$ cat src/rtl/roi_color_averager_pkg.sv
// Shared types and channel-select codes for the ROI colour averager.
package roi_pkg;

  typedef enum logic [1:0] {
    IDLE,
    ACCUM,
    DIVIDE,
    UPDATE
  } roi_state_t;

  localparam int unsigned CH_R    = 0;
  localparam int unsigned CH_G    = 1;
  localparam int unsigned CH_B    = 2;
  localparam int unsigned CH_LUMA = 3;

endpackage

$ cat src/rtl/roi_color_averager_div_seq.sv
// Restoring divider producing one quotient bit per cycle; quotient holds after done.
module div_seq #(
  parameter int unsigned N = 24
) (
  input  logic         clk,
  input  logic         rst,
  input  logic         start,
  input  logic         abort,
  input  logic [N-1:0] dividend,
  input  logic [N-1:0] divisor,
  output logic         busy,
  output logic         done,
  output logic [N-1:0] quotient
);

  localparam int unsigned IDX_W = (N > 1) ? $clog2(N) : 1;

  logic [N-1:0]     rem;
  logic [N-1:0]     quo;
  logic [N-1:0]     dsr;
  logic [IDX_W-1:0] idx;
  logic [N:0]       shifted;
  logic [N:0]       diff;
  logic             ge;

  // quo doubles as the dividend shift register: its MSB feeds the remainder each step
  always_comb begin
    shifted = {rem, quo[N-1]};
    ge      = (shifted >= {1'b0, dsr});
    diff    = shifted - {1'b0, dsr};
  end

  always_ff @(posedge clk or posedge rst) begin
    if (rst) begin
      rem  <= '0;
      quo  <= '0;
      dsr  <= '0;
      idx  <= '0;
      busy <= 1'b0;
      done <= 1'b0;
    end else begin
      done <= 1'b0;
      if (abort) begin
        busy <= 1'b0;
      end else if (start) begin
        rem  <= '0;
        quo  <= dividend;
        dsr  <= divisor;
        idx  <= '0;
        busy <= 1'b1;
      end else if (busy) begin
        rem <= ge ? diff[N-1:0] : shifted[N-1:0];
        quo <= {quo[N-2:0], ge};
        idx <= idx + 1'b1;
        if (idx == IDX_W'(N - 1)) begin
          busy <= 1'b0;
          done <= 1'b1;
        end
      end
    end
  end

  assign quotient = quo;

endmodule

$ cat src/rtl/roi_color_averager.sv
// ROI overlay on the VGA pixel path plus per-frame channel averaging with a
// hysteresis-filtered detection flag.
module roi_color_averager
  import roi_pkg::*;
#(
  parameter int unsigned          COORD_W   = 10,
  parameter int unsigned          CH_W      = 8,
  parameter int unsigned          X_MIN     = 270,
  parameter int unsigned          X_MAX     = 370,
  parameter int unsigned          Y_MIN     = 160,
  parameter int unsigned          Y_MAX     = 320,
  parameter int unsigned          BORDER    = 4,
  parameter logic [3*CH_W-1:0]    BOX_RGB   = 24'h00FF00,
  parameter int unsigned          CHANNEL   = 0,
  parameter int unsigned          ACC_W     = 24,
  parameter int unsigned          CNT_W     = 16,
  parameter int unsigned          THRESH_HI = 128,
  parameter int unsigned          THRESH_LO = 112
) (
  input  logic               Clk,
  input  logic               RST,
  input  logic               frame_start,
  input  logic               pix_valid,
  input  logic [COORD_W-1:0] draw_x,
  input  logic [COORD_W-1:0] draw_y,
  input  logic [CH_W-1:0]    vga_r,
  input  logic [CH_W-1:0]    vga_g,
  input  logic [CH_W-1:0]    vga_b,
  output logic               out_valid,
  output logic [CH_W-1:0]    out_r,
  output logic [CH_W-1:0]    out_g,
  output logic [CH_W-1:0]    out_b,
  output logic [CH_W-1:0]    avg_value,
  output logic               avg_valid,
  output logic               move_signal
);

  localparam int unsigned ACC_NEED = CH_W + $clog2((X_MAX - X_MIN) * (Y_MAX - Y_MIN));

  if (THRESH_LO > THRESH_HI) begin : g_bad_thresh
    $error("roi_color_averager: THRESH_LO must not exceed THRESH_HI");
  end
  if ((X_MIN < BORDER) || (Y_MIN < BORDER)) begin : g_bad_border
    $error("roi_color_averager: ROI too close to origin for BORDER");
  end
  if (ACC_W < ACC_NEED) begin : g_bad_acc
    $error("roi_color_averager: ACC_W too small for ROI area");
  end

  localparam logic [COORD_W-1:0] XI_LO = COORD_W'(X_MIN);
  localparam logic [COORD_W-1:0] XI_HI = COORD_W'(X_MAX);
  localparam logic [COORD_W-1:0] YI_LO = COORD_W'(Y_MIN);
  localparam logic [COORD_W-1:0] YI_HI = COORD_W'(Y_MAX);
  localparam logic [COORD_W-1:0] XO_LO = COORD_W'(X_MIN - BORDER);
  localparam logic [COORD_W-1:0] XO_HI = COORD_W'(X_MAX + BORDER);
  localparam logic [COORD_W-1:0] YO_LO = COORD_W'(Y_MIN - BORDER);
  localparam logic [COORD_W-1:0] YO_HI = COORD_W'(Y_MAX + BORDER);
  localparam logic [CH_W-1:0]    TH_HI = CH_W'(THRESH_HI);
  localparam logic [CH_W-1:0]    TH_LO = CH_W'(THRESH_LO);

  roi_state_t state, state_next;

  logic              interior;
  logic              outer;
  logic              box_on;
  logic              last_pix;
  logic              accept;
  logic [CH_W+1:0]   luma_sum;
  logic [CH_W-1:0]   sample;
  logic [ACC_W-1:0]  acc;
  logic [CNT_W-1:0]  cnt;
  logic              div_start;
  logic              div_busy;
  logic              div_done;
  logic [ACC_W-1:0]  quotient;
  logic [CH_W-1:0]   q_sat;
  logic              avg_load;

  always_comb begin
    interior = (draw_x >= XI_LO) && (draw_x < XI_HI) && (draw_y >= YI_LO) && (draw_y < YI_HI);
    outer    = (draw_x >= XO_LO) && (draw_x < XO_HI) && (draw_y >= YO_LO) && (draw_y < YO_HI);
    box_on   = outer && !interior;
    last_pix = (draw_x == XI_HI - 1'b1) && (draw_y == YI_HI - 1'b1);
  end

  always_comb begin
    luma_sum = {2'b00, vga_r} + {1'b0, vga_g, 1'b0} + {2'b00, vga_b};
    case (CHANNEL)
      CH_R:    sample = vga_r;
      CH_G:    sample = vga_g;
      CH_B:    sample = vga_b;
      default: sample = luma_sum[CH_W+1:2];
    endcase
  end

  always_ff @(posedge Clk or posedge RST) begin
    if (RST) begin
      out_valid <= 1'b0;
      out_r     <= '0;
      out_g     <= '0;
      out_b     <= '0;
    end else begin
      out_valid <= pix_valid;
      if (box_on) begin
        {out_r, out_g, out_b} <= BOX_RGB;
      end else begin
        {out_r, out_g, out_b} <= {vga_r, vga_g, vga_b};
      end
    end
  end

  assign accept = (state == ACCUM) && pix_valid && interior && !frame_start;

  always_ff @(posedge Clk or posedge RST) begin
    if (RST) begin
      state <= IDLE;
    end else begin
      state <= state_next;
    end
  end

  always_comb begin
    state_next = state;
    if (frame_start) begin
      state_next = ACCUM;
    end else begin
      case (state)
        IDLE:    state_next = IDLE;
        ACCUM:   if (accept && last_pix) state_next = DIVIDE;
        DIVIDE: begin
          if (cnt == '0)    state_next = IDLE;
          else if (div_done) state_next = UPDATE;
        end
        UPDATE:  state_next = IDLE;
        default: state_next = IDLE;
      endcase
    end
  end

  // The result registers load on the DIVIDE->UPDATE edge, so avg_valid (high
  // throughout UPDATE) always coincides with the freshly loaded avg_value.
  always_comb begin
    div_start = 1'b0;
    avg_load  = 1'b0;
    avg_valid = 1'b0;
    case (state)
      DIVIDE: begin
        div_start = !frame_start && (cnt != '0) && !div_busy && !div_done;
        avg_load  = !frame_start && div_done;
      end
      UPDATE:  avg_valid = 1'b1;
      default: ;
    endcase
  end

  always_ff @(posedge Clk or posedge RST) begin
    if (RST) begin
      acc <= '0;
      cnt <= '0;
    end else if (frame_start) begin
      acc <= '0;
      cnt <= '0;
    end else if (accept) begin
      acc <= acc + ACC_W'(sample);
      if (cnt != '1) cnt <= cnt + 1'b1;
    end
  end

  div_seq #(
    .N(ACC_W)
  ) u_div (
    .clk      (Clk),
    .rst      (RST),
    .start    (div_start),
    .abort    (frame_start),
    .dividend (acc),
    .divisor  (ACC_W'(cnt)),
    .busy     (div_busy),
    .done     (div_done),
    .quotient (quotient)
  );

  assign q_sat = (|quotient[ACC_W-1:CH_W]) ? '1 : quotient[CH_W-1:0];

  always_ff @(posedge Clk or posedge RST) begin
    if (RST) begin
      avg_value   <= '0;
      move_signal <= 1'b0;
    end else if (avg_load) begin
      avg_value <= q_sat;
      if (q_sat >= TH_HI) begin
        move_signal <= 1'b1;
      end else if (q_sat < TH_LO) begin
        move_signal <= 1'b0;
      end
    end
  end

endmodule

$ cat config.mk
export PLATFORM = sky130hd
export DESIGN_NAME = roi_color_averager
export DESIGN_NICKNAME = d
export VERILOG_FILES = /design/src/rtl/roi_color_averager_pkg.sv /design/src/rtl/roi_color_averager_div_seq.sv /design/src/rtl/roi_color_averager.sv
export SDC_FILE = /design/constraint.sdc
export NUM_CORES = 1
export LEC_CHECK = 0
export ABC_AREA = 1
export CAP_MARGIN = 15
export CORE_ASPECT_RATIO = 0.5
export CORE_MARGIN = 4
export CORE_UTILIZATION = 59
export DETAILED_ROUTE_END_ITERATION = 6
export GPL_TIMING_DRIVEN = 0
export PLACE_DENSITY = 0.92
export SLEW_MARGIN = 20
export SYNTH_ARGS = -nofsm -noshare
export SYNTH_HDL_FRONTEND = slang
export SYNTH_SLANG_ARGS = --single-unit
$ cat constraint.sdc
create_clock -name Clk -period 6.1 [get_ports Clk]
set_clock_uncertainty 0.2 [all_clocks]
set_input_delay 0.61 -clock Clk [delete_from_list [all_inputs] [get_ports Clk]]
set_output_delay 0.61 -clock Clk [all_outputs]
set_load 0.005 [all_outputs]
## Yosys cells after proc, flatten, opt, wreduce, memory -nomap -nowiden

Cells that the tools add are included.

| word-level totals | value |
|---|---|
| bits in registers | 147 |
| input bits | 48 |
| output and inout bits | 35 |
| logic and storage cells | 108 |

| cells by class | value |
|---|---|
| add/sub/neg operators | 4 |
| $lt $le $gt $ge | 11 |
| equal/unequal tests | 9 |
| muxes and demuxes | 34 |
| bitwise logic cells | 1 |
| reduce and logical (&&, ||, !) cells | 34 |

Operators by type and width:

| cell | count |
|---|---|
| $mux W24 | 7 |
| $mux W16 | 3 |
| $lt A10 B9 Y1 const B | 4 |
| $mux W8 | 4 |
| $ge A25 B16 Y1 | 1 |
| $add A24 B8 Y24 | 1 |
| $sub A24 B16 Y24 | 1 |
| $eq A10 B9 Y1 const B | 2 |
| $ge A10 B8 Y1 const B | 2 |
| $ge A10 B9 Y1 const B | 2 |
| $add A16 B1 Y16 const B | 1 |
| $logic_and A1 B1 Y1 | 16 |
| $logic_not A16 Y1 | 1 |
| $ne A16 B16 Y1 const B | 1 |
| $reduce_bool A16 Y1 | 1 |
| $reduce_or A16 Y1 | 1 |
| $mux W1 | 13 |
| $mux W5 | 2 |
| $reduce_and A2 Y1 | 5 |
| $ge A8 B8 Y1 const B | 1 |
| $lt A8 B7 Y1 const B | 1 |
| $mux W2 | 4 |
| $reduce_bool A2 Y1 | 4 |
| $pmux W2 S3 | 1 |
| other kinds (10) | 14 |

## Logic depth before layout (Yosys ltp)

| depth | value |
|---|---|
| depth after elaboration | 10 |
| depth in mapped cells | 14 |
| gate-level depth less buffers | 14 |

## By module

From an unflattened synthesis, not the netlist that was laid out.

| unflattened totals | value |
|---|---|
| cells, all modules | 1474 |
| area total of the unflattened synthesis | 10216.0 um^2 |

Modules (own cells, without submodules):

| module | instances | cells an instance | area an instance (um^2) | sequential area each (um^2) |
|---|---|---|---|---|
| div_seq | 1 | 795 | 5385.2 | 1976.9 |
| roi_color_averager | 1 | 679 | 4830.9 | 1901.8 |

## Worst setup path after synthesis

No wires, ideal clock.

| timing path | value |
|---|---|
| path kind | input-to-reg |
| from | in vga_r[0] |
| to | reg acc[10] |
| library setup time | 0.071 ns |
| arrival | 2.049 ns |
| required time | 5.829 ns |
| setup slack | 3.780 ns |
| cell stages on the path | 12 |
| buffers on the path | 0 |
| cells stage by stage | ha_1 -> inv_1 -> fa_1 -> inv_1 -> nand3_1 -> nand3_1 -> nand2_1 -> nand2_1 -> nand2_1 -> o21ai_0 -> nand2_1 -> nor2_1 |

| between the ends | value |
|---|---|
| word-level cells in the longest chain between the ends | 3 |

RTL lines:

| item | line | RTL |
|---|---|---|
| start: declaration | roi_color_averager.sv:26 | `input logic [CH_W-1:0] vga_r,` |
| $add A24 B8 Y24 | roi_color_averager.sv:164 | `acc <= acc + ACC_W'(sample);` |
| $mux W24 | roi_color_averager.sv:163 | `end else if (accept) begin` |
| $mux W24 | roi_color_averager.sv:160 | `end else if (frame_start) begin` |
| end signal: assignment | roi_color_averager.sv:164 |  |
| end: declaration | roi_color_averager.sv:70 | `logic [ACC_W-1:0] acc;` |

Every way passes these cells. The select of a mux whose other input is x is not followed.
A chain may end at the register's enable or synchronous reset.

## Worst setup path in the final report

Ends and elaborated chain as after synthesis.

==> metrics.txt <==
PnR Total Power 4.48 mW; DR iter-0 viols 981; Yosys reg bits 147; PD cells 390 nW/um2; cell mode on critical path nand2_1; maximum number of pins on one net before global-route repair 78; hold depth 2; Worst Setup SP vga_r[0]; Clock Latency Late Sink 0.44 ns; Worst-path clk slew 0.07 ns; area occupied by multi-input gates 4960 um2; P_leak 6.31 nW; status finished, final reports clean; CTS max path bufs 2; worst hold path class register to register; R2R setup slack 3.49 ns; CP max stage cell clkdlybuf4s50_1; routed len/inst 16.0 um; Register Area 3680 um2; Antenna Nets Post-Route 0; max-cap violations 0; CTS tree done; Critical path buffers and inverters 3; Worst R2R End acc[10]; GRT Util Overall 30.9%; max_slew headroom 50.8%; I/O pins 83; root buffer cell clkbuf_16; Port Buffer Count 82; FF-to-FF Start acc[0]; period utilization 47.7%; final std cells w/o fill 1,787; DRC viols 0; Num CTS Buffers 17; HPWL after DPL 21.5 mm; CTS resizes 0; layout cells sized above 1 5.43%; critical path, cell by cell clkdlybuf4s50_1 > ha_1 > inv_1 > fa_1 > inv_1 > nand3_1 > nand3_1 > nand2_1 > nand2_1 > nand2_1 > o21ai_0 > nand2_1 > nor2_1; hold_ws 0.299 ns; hold_sp u_div.dsr[12]; Crit. End Element register; Peak Freq 344 MHz; worst slew pin tran 0.738 ns; switching part of the total power 45.2%; CP Launch Type primary input; setup violators final 0; Yosys warnings 0; crit path time final 2.91 ns; worst vdd ir 219 uV; Setup WS pre-CTS 2.88 ns; Die Span Y 98.9 um; Post-CTS Setup Repair Bufs 0; Mapped Nets 1,532; ant diodes 0; # hold bufs at CTS 0; Die X 190 um; met1 Resource Use GR 38.2%; Core Util, Final 72.8%; Hold Path End u_div.dsr[12]; drt total wl 28.5 mm; CTS Sinks 147; clock share of power 24.7%; Mapped Area 9750 um2; htree depth 4; post-synthesis sequential area ratio 37.7%; initial antenna violation count 0; RSZ-0062 raised after global routing false; Post-synth EDFFs 0; total die area 18,800 um2; Top delay family on crit path simple AND/OR/NAND/NOR gates; power share of the combinational group 48.8%; area growth from synthesis to layout 17.7%; CP Data Arrival Time 3.07 ns; FF-to-FF path depth 12; Post-DP Area 10,900 um2; core area 15,800 um2; count of cell types in the netlist 41; critical path class primary input to register; post-synthesis async set-or-reset flop share 100%; first-pass GRT wire length 47.1 mm; vias per cell 5.62; GR Overflow Total 0; Setup TNS Final 0 ns; Max stage delay on crit path 0.50 ns; Mapped Cells 1,451; gpl congestion 0.971; dominant synthesized flop cell dfrtp_1; cell count after placement 1,755; Sw Pwr 2.02 mW; Design Area, Final 11,500 um2; vias in the first global route 9,651; final hold vios 0; starting density of the core 61.8%; Seq pwr share 26.5%; Crit path required time 6.26 ns; Final Max Tran Viols 0; met2 Use GR 53.1%; Most Used Layer, Global Route met2; DRT Pass-1 Iters 7; Internal Dissipation 2.45 mW; fin nets 1,634; Core Rows 32; Fillers 1,252; post-route setup slack 3.19 ns; Syn Area/Cell 6.72 um2; Critical Path Fanout Max 8; detailed-route via count 10,000; GR Layer Usage met3 5.84%
## tightest hold or removal path: cells and delay by family (launching register included)
family | cells | cell delay (ns)
DFF | 1 | 0.35
AOI/OAI and AO/OA | 1 | 0.06
and+or+nand+nor | 1 | 0.05
## flip-flops by register name (all words and copies together) (netlist names)
register        cells
out_g               8
cnt                16
u_div.rem          24
acc                24
state               2
u_div.busy          1
u_div.quotient     24
move_signal         1
u_div.idx           5
out_valid           1
u_div.dsr          16
out_b               8
avg_value           8
u_div.done          1
out_r               8
## cells in the mapped netlist, types with 7 or more instances
library cell  count  area [um2]
buf_2            14        70.1
a21boi_0         13        97.6
xnor2_1           9        78.8
xor2_1           13         114
clkbuf_1         16        60.1
ha_1             31         388
inv_1           230         863
nor2_1          100         375
nand3_1         206        1030
nand4_1          31         194
nand3b_1          9        67.6
a21oi_1          20         100
o21ai_0          46         230
nor3_1           12        60.1
or2_2             7        43.8
nand2_1         487        1830
dfrtp_1         147        3680
## power by group through the flow
| stage | registers (mW) | clock network (mW) | logic [mW] |
|---|---|---|---|
| 2_1_floorplan | 1.17 | 0 | 1.61 |
| 3_3_place_gp | 1.19 | 0 | 2.10 |
| 3_5_place_dp | 1.20 | 0 | 2.14 |
| 4_1_cts | 1.18 | 1.10 | 2.16 |
| 5_1_grt | 1.20 | 1.15 | 2.47 |
| 6_report | 1.19 | 1.10 | 2.19 |
## per-layer routing
layer / wire (um) / vias to the layer above
met5: 0 / -
met4: 1230 / 0
met3: 2160 / 109
met2: 13600 / 490
met1: 11500 / 4666
li1: - / 4778
## cells by family (layout without fill, tap and decap cells)
group	after synthesis	in the layout	synth area share (%)
AOI/OAI and AO/OA	102	102	5.98
xor gates and xnor gates	22	22	1.98
adders and majority gates	33	33	4.39
buffers and inverters	277	392	11.4
DFF	147	147	37.7
and+or+nand+nor	870	870	38.6
## worst max path at each step
stage                    endpoint  slack [ns]  depth (start not counted)
detailed placement        acc[10]        2.88                         13
global placement    u_div.rem[15]       -0.69                          2
finish                    acc[10]        3.19                         13
global route              acc[10]        3.13                         13
floorplan                  acc[0]        1.34                          1
CTS                       acc[10]        3.29                         13
## layout by cell type, fill, tap and decap left out, types with 4 or more instances in the layout
cell type / count
nor2_1: 100
nor3_1: 12
dfrtp_1: 147
a21boi_0: 13
nand3_1: 206
inv_2: 5
clkdlybuf4s50_1: 82
buf_6: 6
inv_1: 229
a21oi_1: 20
o21ai_0: 46
o21ai_1: 6
buf_2: 14
o22ai_1: 6
clkbuf_16: 17
ha_1: 31
nand4_1: 31
xor2_1: 13
nand2_2: 5
o21ai_2: 4
clkbuf_1: 17
or2_2: 7
xnor2_1: 9
nand3b_1: 9
inv_6: 6
nand2_1: 487
## area by class of cell
type | count | area share (%)
clock buffers | 18 | 3.74
repair buffers | 83 | 7.39
plain buffers | 41 | 1.95
inverters | 236 | 7.78
clock inverters | 14 | 1.43
flip-flops and latches | 147 | 32.0
multi-input cells | 1027 | 43.3
well taps | 221 | 2.41
Note: power is estimated with default switching activity, not from simulation.
